## config.mk

```make
export PLATFORM = sky130hd
export DESIGN_NAME = systolic_array_ctrl
export DESIGN_NICKNAME = d
export VERILOG_FILES = /design/src/rtl/systolic_array_ctrl.sv
export SDC_FILE = /design/constraint.sdc
export NUM_CORES = 1
export LEC_CHECK = 0
export CAP_MARGIN = 20
export CORE_MARGIN = 2
export CORE_UTILIZATION = 30
export DETAILED_ROUTE_END_ITERATION = 6
export PLACE_DENSITY = 0.53
export SYNTH_ARGS = -nofsm -noshare
export SYNTH_HDL_FRONTEND = slang
export SYNTH_SLANG_ARGS = --single-unit
```

## constraint.sdc

```tcl
create_clock -name clk_i -period 4.3 [get_ports clk_i]
set_input_delay 0.645 -clock clk_i [delete_from_list [all_inputs] [get_ports clk_i]]
set_output_delay 0.645 -clock clk_i [all_outputs]
set_load 0.02 [all_outputs]
```

## src/rtl/systolic_array_ctrl.sv

```systemverilog
// Sequencer for a ROWS x COLS systolic mesh: clear, feed k_len beats, wait for the mesh, drain column by column.
// Optional WAIT-state watchdog enabled by defining SA_CTRL_WATCHDOG_EN.
module systolic_array_ctrl #(
  parameter int ROWS       = 8,
  parameter int COLS       = 8,
  parameter int K_MAX      = 64,
  parameter int DATA_WIDTH = 32
) (
  input  logic                       clk_i,
  input  logic                       rstn_i,
  input  logic                       start_i,
  input  logic [$clog2(K_MAX+1)-1:0] k_len_i,
  input  logic                       abort_i,
  input  logic                       mesh_done_i,
  input  logic [ROWS*DATA_WIDTH-1:0] acc_col_i,
  input  logic                       res_ready_i,
  output logic                       busy_o,
  output logic                       mesh_clear_o,
  output logic                       feed_en_o,
  output logic                       feed_last_o,
  output logic [COLS-1:0]            select_col_o,
  output logic                       res_valid_o,
  output logic [DATA_WIDTH-1:0]      res_data_o,
  output logic [$clog2(ROWS)-1:0]    res_row_o,
  output logic [$clog2(COLS)-1:0]    res_col_o,
  output logic                       res_last_o,
  output logic                       done_o,
  output logic                       err_o
);
  // state      | meaning
  // S_IDLE     | waiting for a valid start
  // S_CLEAR    | one-cycle accumulator clear
  // S_FEED     | k_len feed beats
  // S_WAIT     | waiting for mesh_done_i
  // S_DRAIN_SEL| select column, capture its accumulators
  // S_DRAIN_OUT| stream captured column, one row per handshake
  // S_DONE     | completion pulse

  localparam int KW = $clog2(K_MAX+1);
  localparam int RW = $clog2(ROWS);
  localparam int CW = $clog2(COLS);
  localparam logic [KW-1:0] K_MAX_L  = KW'(K_MAX);
  localparam logic [RW-1:0] ROW_LAST = RW'(ROWS-1);
  localparam logic [CW-1:0] COL_LAST = CW'(COLS-1);
`ifdef SA_CTRL_WATCHDOG_EN
  localparam int WD_CYC = ROWS + COLS + K_MAX;
  localparam int WW     = $clog2(WD_CYC);
  localparam logic [WW-1:0] WD_INIT = WW'(WD_CYC-1);
  logic [WW-1:0] wd_q, wd_d;
`endif

  typedef enum logic [2:0] {
    S_IDLE, S_CLEAR, S_FEED, S_WAIT, S_DRAIN_SEL, S_DRAIN_OUT, S_DONE
  } state_e;

  state_e                     state_q, state_d;
  logic [KW-1:0]              cnt_q, cnt_d;
  logic [RW-1:0]              row_q, row_d;
  logic [CW-1:0]              col_q, col_d;
  logic [ROWS*DATA_WIDTH-1:0] buf_q, buf_d;

  logic                  busy_q, busy_d, clear_q, clear_d, feed_en_q, feed_en_d;
  logic                  feed_last_q, feed_last_d, res_valid_q, res_valid_d;
  logic                  res_last_q, res_last_d, done_q, done_d, err_q, err_d;
  logic [COLS-1:0]       sel_q, sel_d;
  logic [DATA_WIDTH-1:0] res_data_q, res_data_d;
  logic [RW-1:0]         res_row_q, res_row_d;
  logic [CW-1:0]         res_col_q, res_col_d;

  always_comb begin
    state_d = state_q;
    cnt_d   = cnt_q;
    row_d   = row_q;
    col_d   = col_q;
    buf_d   = buf_q;
    err_d   = 1'b0;
`ifdef SA_CTRL_WATCHDOG_EN
    wd_d    = wd_q;
`endif
    case (state_q)
      S_IDLE: begin
        if (start_i) begin
          if (k_len_i != '0 && k_len_i <= K_MAX_L) begin
            state_d = S_CLEAR;
            cnt_d   = k_len_i - KW'(1);
          end else begin
            err_d = 1'b1;
          end
        end
      end
      S_CLEAR: state_d = S_FEED;
      S_FEED: begin
        if (cnt_q == '0) begin
          state_d = S_WAIT;
`ifdef SA_CTRL_WATCHDOG_EN
          wd_d    = WD_INIT;
`endif
        end else begin
          cnt_d = cnt_q - KW'(1);
        end
      end
      S_WAIT: begin
        if (mesh_done_i) begin
          state_d = S_DRAIN_SEL;
          col_d   = COL_LAST;
        end
`ifdef SA_CTRL_WATCHDOG_EN
        else if (wd_q == '0) begin
          state_d = S_IDLE;
          err_d   = 1'b1;
        end else begin
          wd_d = wd_q - WW'(1);
        end
`endif
      end
      S_DRAIN_SEL: begin
        buf_d   = acc_col_i;
        row_d   = '0;
        state_d = S_DRAIN_OUT;
      end
      S_DRAIN_OUT: begin
        if (res_valid_q && res_ready_i) begin
          if (row_q != ROW_LAST) begin
            row_d = row_q + RW'(1);
          end else if (col_q != '0) begin
            col_d   = col_q - CW'(1);
            state_d = S_DRAIN_SEL;
          end else begin
            state_d = S_DONE;
          end
        end
      end
      S_DONE:  state_d = S_IDLE;
      default: state_d = S_IDLE;
    endcase
    // Abort outranks every transition, including the watchdog error.
    if (abort_i && state_q != S_IDLE) begin
      state_d = S_IDLE;
      err_d   = 1'b0;
    end

    busy_d      = (state_d != S_IDLE);
    clear_d     = (state_d == S_CLEAR);
    feed_en_d   = (state_d == S_FEED);
    feed_last_d = (state_d == S_FEED) && (cnt_d == '0);
    sel_d       = (state_d == S_DRAIN_SEL) ? (COLS'(1) << col_d) : '0;
    res_valid_d = (state_d == S_DRAIN_OUT);
    res_data_d  = res_valid_d ? buf_d[row_d*DATA_WIDTH +: DATA_WIDTH] : '0;
    res_row_d   = res_valid_d ? row_d : '0;
    res_col_d   = res_valid_d ? col_d : '0;
    res_last_d  = res_valid_d && (row_d == ROW_LAST) && (col_d == '0);
    done_d      = (state_d == S_DONE);
  end

  always_ff @(posedge clk_i or negedge rstn_i) begin
    if (!rstn_i) begin
      state_q     <= S_IDLE;
      cnt_q       <= '0;
      row_q       <= '0;
      col_q       <= '0;
      buf_q       <= '0;
      busy_q      <= 1'b0;
      clear_q     <= 1'b0;
      feed_en_q   <= 1'b0;
      feed_last_q <= 1'b0;
      sel_q       <= '0;
      res_valid_q <= 1'b0;
      res_data_q  <= '0;
      res_row_q   <= '0;
      res_col_q   <= '0;
      res_last_q  <= 1'b0;
      done_q      <= 1'b0;
      err_q       <= 1'b0;
`ifdef SA_CTRL_WATCHDOG_EN
      wd_q        <= '0;
`endif
    end else begin
      state_q     <= state_d;
      cnt_q       <= cnt_d;
      row_q       <= row_d;
      col_q       <= col_d;
      buf_q       <= buf_d;
      busy_q      <= busy_d;
      clear_q     <= clear_d;
      feed_en_q   <= feed_en_d;
      feed_last_q <= feed_last_d;
      sel_q       <= sel_d;
      res_valid_q <= res_valid_d;
      res_data_q  <= res_data_d;
      res_row_q   <= res_row_d;
      res_col_q   <= res_col_d;
      res_last_q  <= res_last_d;
      done_q      <= done_d;
      err_q       <= err_d;
`ifdef SA_CTRL_WATCHDOG_EN
      wd_q        <= wd_d;
`endif
    end
  end

  assign busy_o       = busy_q;
  assign mesh_clear_o = clear_q;
  assign feed_en_o    = feed_en_q;
  assign feed_last_o  = feed_last_q;
  assign select_col_o = sel_q;
  assign res_valid_o  = res_valid_q;
  assign res_data_o   = res_data_q;
  assign res_row_o    = res_row_q;
  assign res_col_o    = res_col_q;
  assign res_last_o   = res_last_q;
  assign done_o       = done_q;
  assign err_o        = err_q;

endmodule

```

==> reports/metrics.yaml <==
routing:
  first_pass_iters: 6
  vias: 15563
  routed_wl_um: 68600
  drc_errors: 0
  antenna_left: 0
  drt-vias-per-instance: 5.43
  drt_iter0_markers: 1303
  wl_per_cell_um: 24.0
setup_path:
  critical_path_class: "reg -> reg"
  critical-path-max-stage-delay_ns: 0.85
  critical_path.cell_chain: "nor2b_1 > nand4_1 > nand3_4 > buf_12 > nor2_1 > o31ai_1 > a21o_1"
  arrival_ns: 4.26
  r2r-start: "state_q[2]$_DFF_PN0_"
  critPathTopFamily: "simple AND/OR/NAND/NOR gates"
  crit_buf_inv: 1
  rr_worst_depth: 7
  setup.worst_path.end_class: "flip-flop"
  reg2reg_slack_ns: 0.55
  path_max_fanout: 45
  crit_path_start: "state_q[2]$_DFF_PN0_"
  cp-start-kind: "flip-flop"
  r2r_end: "res_data_o[18]$_DFF_PN0_"
  slowest_stage: "o31ai_1"
  required_ns: 4.81
die:
  ios: 323
  fp.dieW_um: 244
  core-area_um2: 56600
  start_util_pct: 30.5
  dieArea_um2: 59400
  die_y_um: 244
  rows: 87
yosys:
  ys_warn_count: 0
  ys_top_cells_by_count: "nand2_1 (414), dfrtp_1 (326), nor2_1 (143)"
  syn_avg_cell_area_um2: 9.44
  synth_top_family_by_area: "compound AO/OA/AOI/OAI gates"
  yosys-top-cells-area: "dfrtp_1 (47%), nand2_1 (9.0%), o221ai_1 (4.8%), mux2_2 (4.2%), a21o_1 (4.0%)"
  synth_xor_xnor_area_share_pct: 0.152
  synthesis.area_um2: 17200
  netlist-cell-type-count: 75
  synth_top_area_cell: "dfrtp_1"
  synthMuxAreaShare_pct: 4.36
  synth_nets: 2102
  synth-simple-area-share_pct: 18.7
  synth_edf_count: 0
  synth_most_common_cell: "nand2_1"
  synthFlopType: "dfrtp_1"
  ys_async_sr_fraction_pct: 100
  synth_compound_area_share_pct: 24.0
  synth_top_area_share_pct: 47.3
  syn_inst: 1827
  synth_fa_ha_area_share_pct: 0.436
  yosysSeqAreaShare_pct: 47.3
  ys_ff_latch: 326
clocking:
  cts_tree: "done"
  cts_inserted_buffers: 41
  cts_resized: 0
  clk_latency_ns: 0.57
  ctsHoldBuffers: 0
  clock_path_buffers: 3
  cts.sinks: 326
  path_clk_slew_ns: 0.06
  htree_levels: 2
  cts_setup_buffers: 0
  cts-root-buf: "clkbuf_16"
global_route:
  grt_pass1_wl_um: 102000
  grt.total_usage_pct: 22.6
  grt-ovfl-total: 0
  antenna_found_initial: 8
  grt_max_degree: 179
  grt_pass1_vias: 15477
power_and_ir_drop:
  power_frac_comb_pct: 27.3
  p_sw_share_pct: 33.6
  powerDensity_nw_per_um2: 523
  seqPwrFrac_pct: 42.5
  internal_power_mw: 7.84
  ir_drop_mv: 0.259
  p_leak_nw: 10.3
  p_switching_mw: 3.97
  pwr-share-clk_pct: 30.3
  total_power_mw: 11.8
timing:
  rsz0062_at_grt: "no"
  fin_crit_sh_pct: 87.2
  min_period_ns: 3.75
  finalHoldViolations: 0
  finalSetupViolCount: 0
  layout_setup_ws_ns: 0.548
  timing.setup.tns_ns: 0
  final_max_slew_viol_count: 0
  fmax_mhz: 267
  relSlewSlack_pct: 27.7
  skew_ns: 0.0166
  max_slew.worst_pin.slew_ns: 1.07
layout:
  nFillCells: 5604
  fin_cells: 2864
  multi_input_area_um2: 8270
  num-nets-final: 2350
  drive_gt1_share_pct: 12.8
  area_growth_pct: 31.1
  register_area_um2: 8170
  final_util_pct: 39.9
hold_path:
  hold_path.class: "in -> async"
placed_design:
  post-place-cells: 2788
  dp_hpwl_um: 47200
  gp_congestion: 0.824
  port_buffers: 322
  pre_cts_ws_ns: 0.429
flow_run:
  cap_violations: 0
outcome:
  outcome: "complete, no violations"
==> final cells by class <==
cell class	instances	area share, %
Tap cell	756	4.19
Multi-Input combinational cell	1315	36.6
Clock inverter	13	0.570
Inverter	18	0.299
Timing Repair Buffer	373	16.5
Sequential cell	326	36.2
Antenna cell	1	0.0111
Clock buffer	62	5.61
==> state kept, by name, summed over array words and instances, names as in the netlist, 3 cells and up <==
| signal | flops |
|---|---|
| row_q | 3 |
| state_q | 3 |
| select_col_o | 8 |
| res_row_o | 3 |
| res_data_o | 32 |
| buf_q | 256 |
| res_col_o | 3 |
| cnt_q | 7 |
| col_q | 3 |
==> worst max path at each step <==
stage                                     endpoint  slack, ns  depth (start not counted)
after floorplan            res_data_o[9]$_DFF_PN0_       2.02                         10
after global placement    res_data_o[17]$_DFF_PN0_       0.23                          7
after CTS                 res_data_o[20]$_DFF_PN0_       0.55                          7
final                     res_data_o[18]$_DFF_PN0_       0.55                          7
after detailed placement  res_data_o[20]$_DFF_PN0_       0.43                          8
after global routing      res_data_o[18]$_DFF_PN0_       0.36                          7
==> metrics by stage <==
stage | hold slack, ns | instance area [um^2]
floorplan | 0.349 | 17200
global placement | 0.456 | 21200
detailed placement | 0.462 | 21200
CTS | 0.180 | 22600
global route | 0.236 | 22600
finish | 0.151 | 22600
==> placed cells by master (no fill, tap or decap), types with 6 or more instances in the layout <==
| master | count |
|---|---|
| nand2_1 | 414 |
| dfrtp_1 | 322 |
| clkdlybuf4s50_1 | 321 |
| nor2_1 | 143 |
| o221ai_1 | 95 |
| a21o_1 | 91 |
| o21ai_0 | 76 |
| mux2_2 | 64 |
| a211oi_1 | 64 |
| a21oi_1 | 62 |
| nor4bb_1 | 54 |
| o21ba_2 | 48 |
| clkbuf_16 | 43 |
| buf_4 | 41 |
| o22ai_1 | 33 |
| o31ai_1 | 29 |
| inv_1 | 17 |
| o21ba_1 | 12 |
| clkbuf_8 | 12 |
| buf_12 | 10 |
| and4bb_2 | 9 |
| nand4_1 | 8 |
| nor3_1 | 8 |
| or3_1 | 7 |
| clkbuf_1 | 7 |
| o31a_1 | 6 |
| ha_1 | 6 |
| clkinv_2 | 6 |
==> worst reg2reg max path, stage by stage, from the launching register on <==
cell     delay (ns)
dfrtp_2        0.62
nor2b_1        0.66
nand4_1        0.49
nand3_4        0.47
buf_12         0.29
nor2_1         0.10
o31ai_1        0.86
a21o_1         0.22
==> kinds of logic (layout without fill, tap and decap cells) <==
logic type / after synthesis / count (layout)
AO/OA/AOI/OAI: 553 / 553
XOR/XNOR: 3 / 3
adder cells (fa/ha/maj): 6 / 6
buffers and inverters: 186 / 466
flip-flops: 326 / 326
multiplexers: 67 / 67
other: 0 / 1
AND/OR/NAND/NOR: 686 / 686
==> layer usage <==
metal / wire length [um] / GRT usage [%]
met1: 31100 / 32.3
met4: 2160 / 7.19
met5: 65 / 0
met3: 4530 / 4.15
met2: 30700 / 34.6
==> power by group through the flow <==
stage | registers (mW) | clock network, mW | logic [mW]
after floorplan | 4.77 | 0 | 2.11
after global placement | 5.01 | 0 | 3.15
after detailed placement | 5.05 | 0 | 3.21
after CTS | 5.00 | 3.64 | 3.23
after global routing | 5.16 | 3.76 | 3.55
final | 5.01 | 3.58 | 3.22
Power figures use the tool's default switching activity.
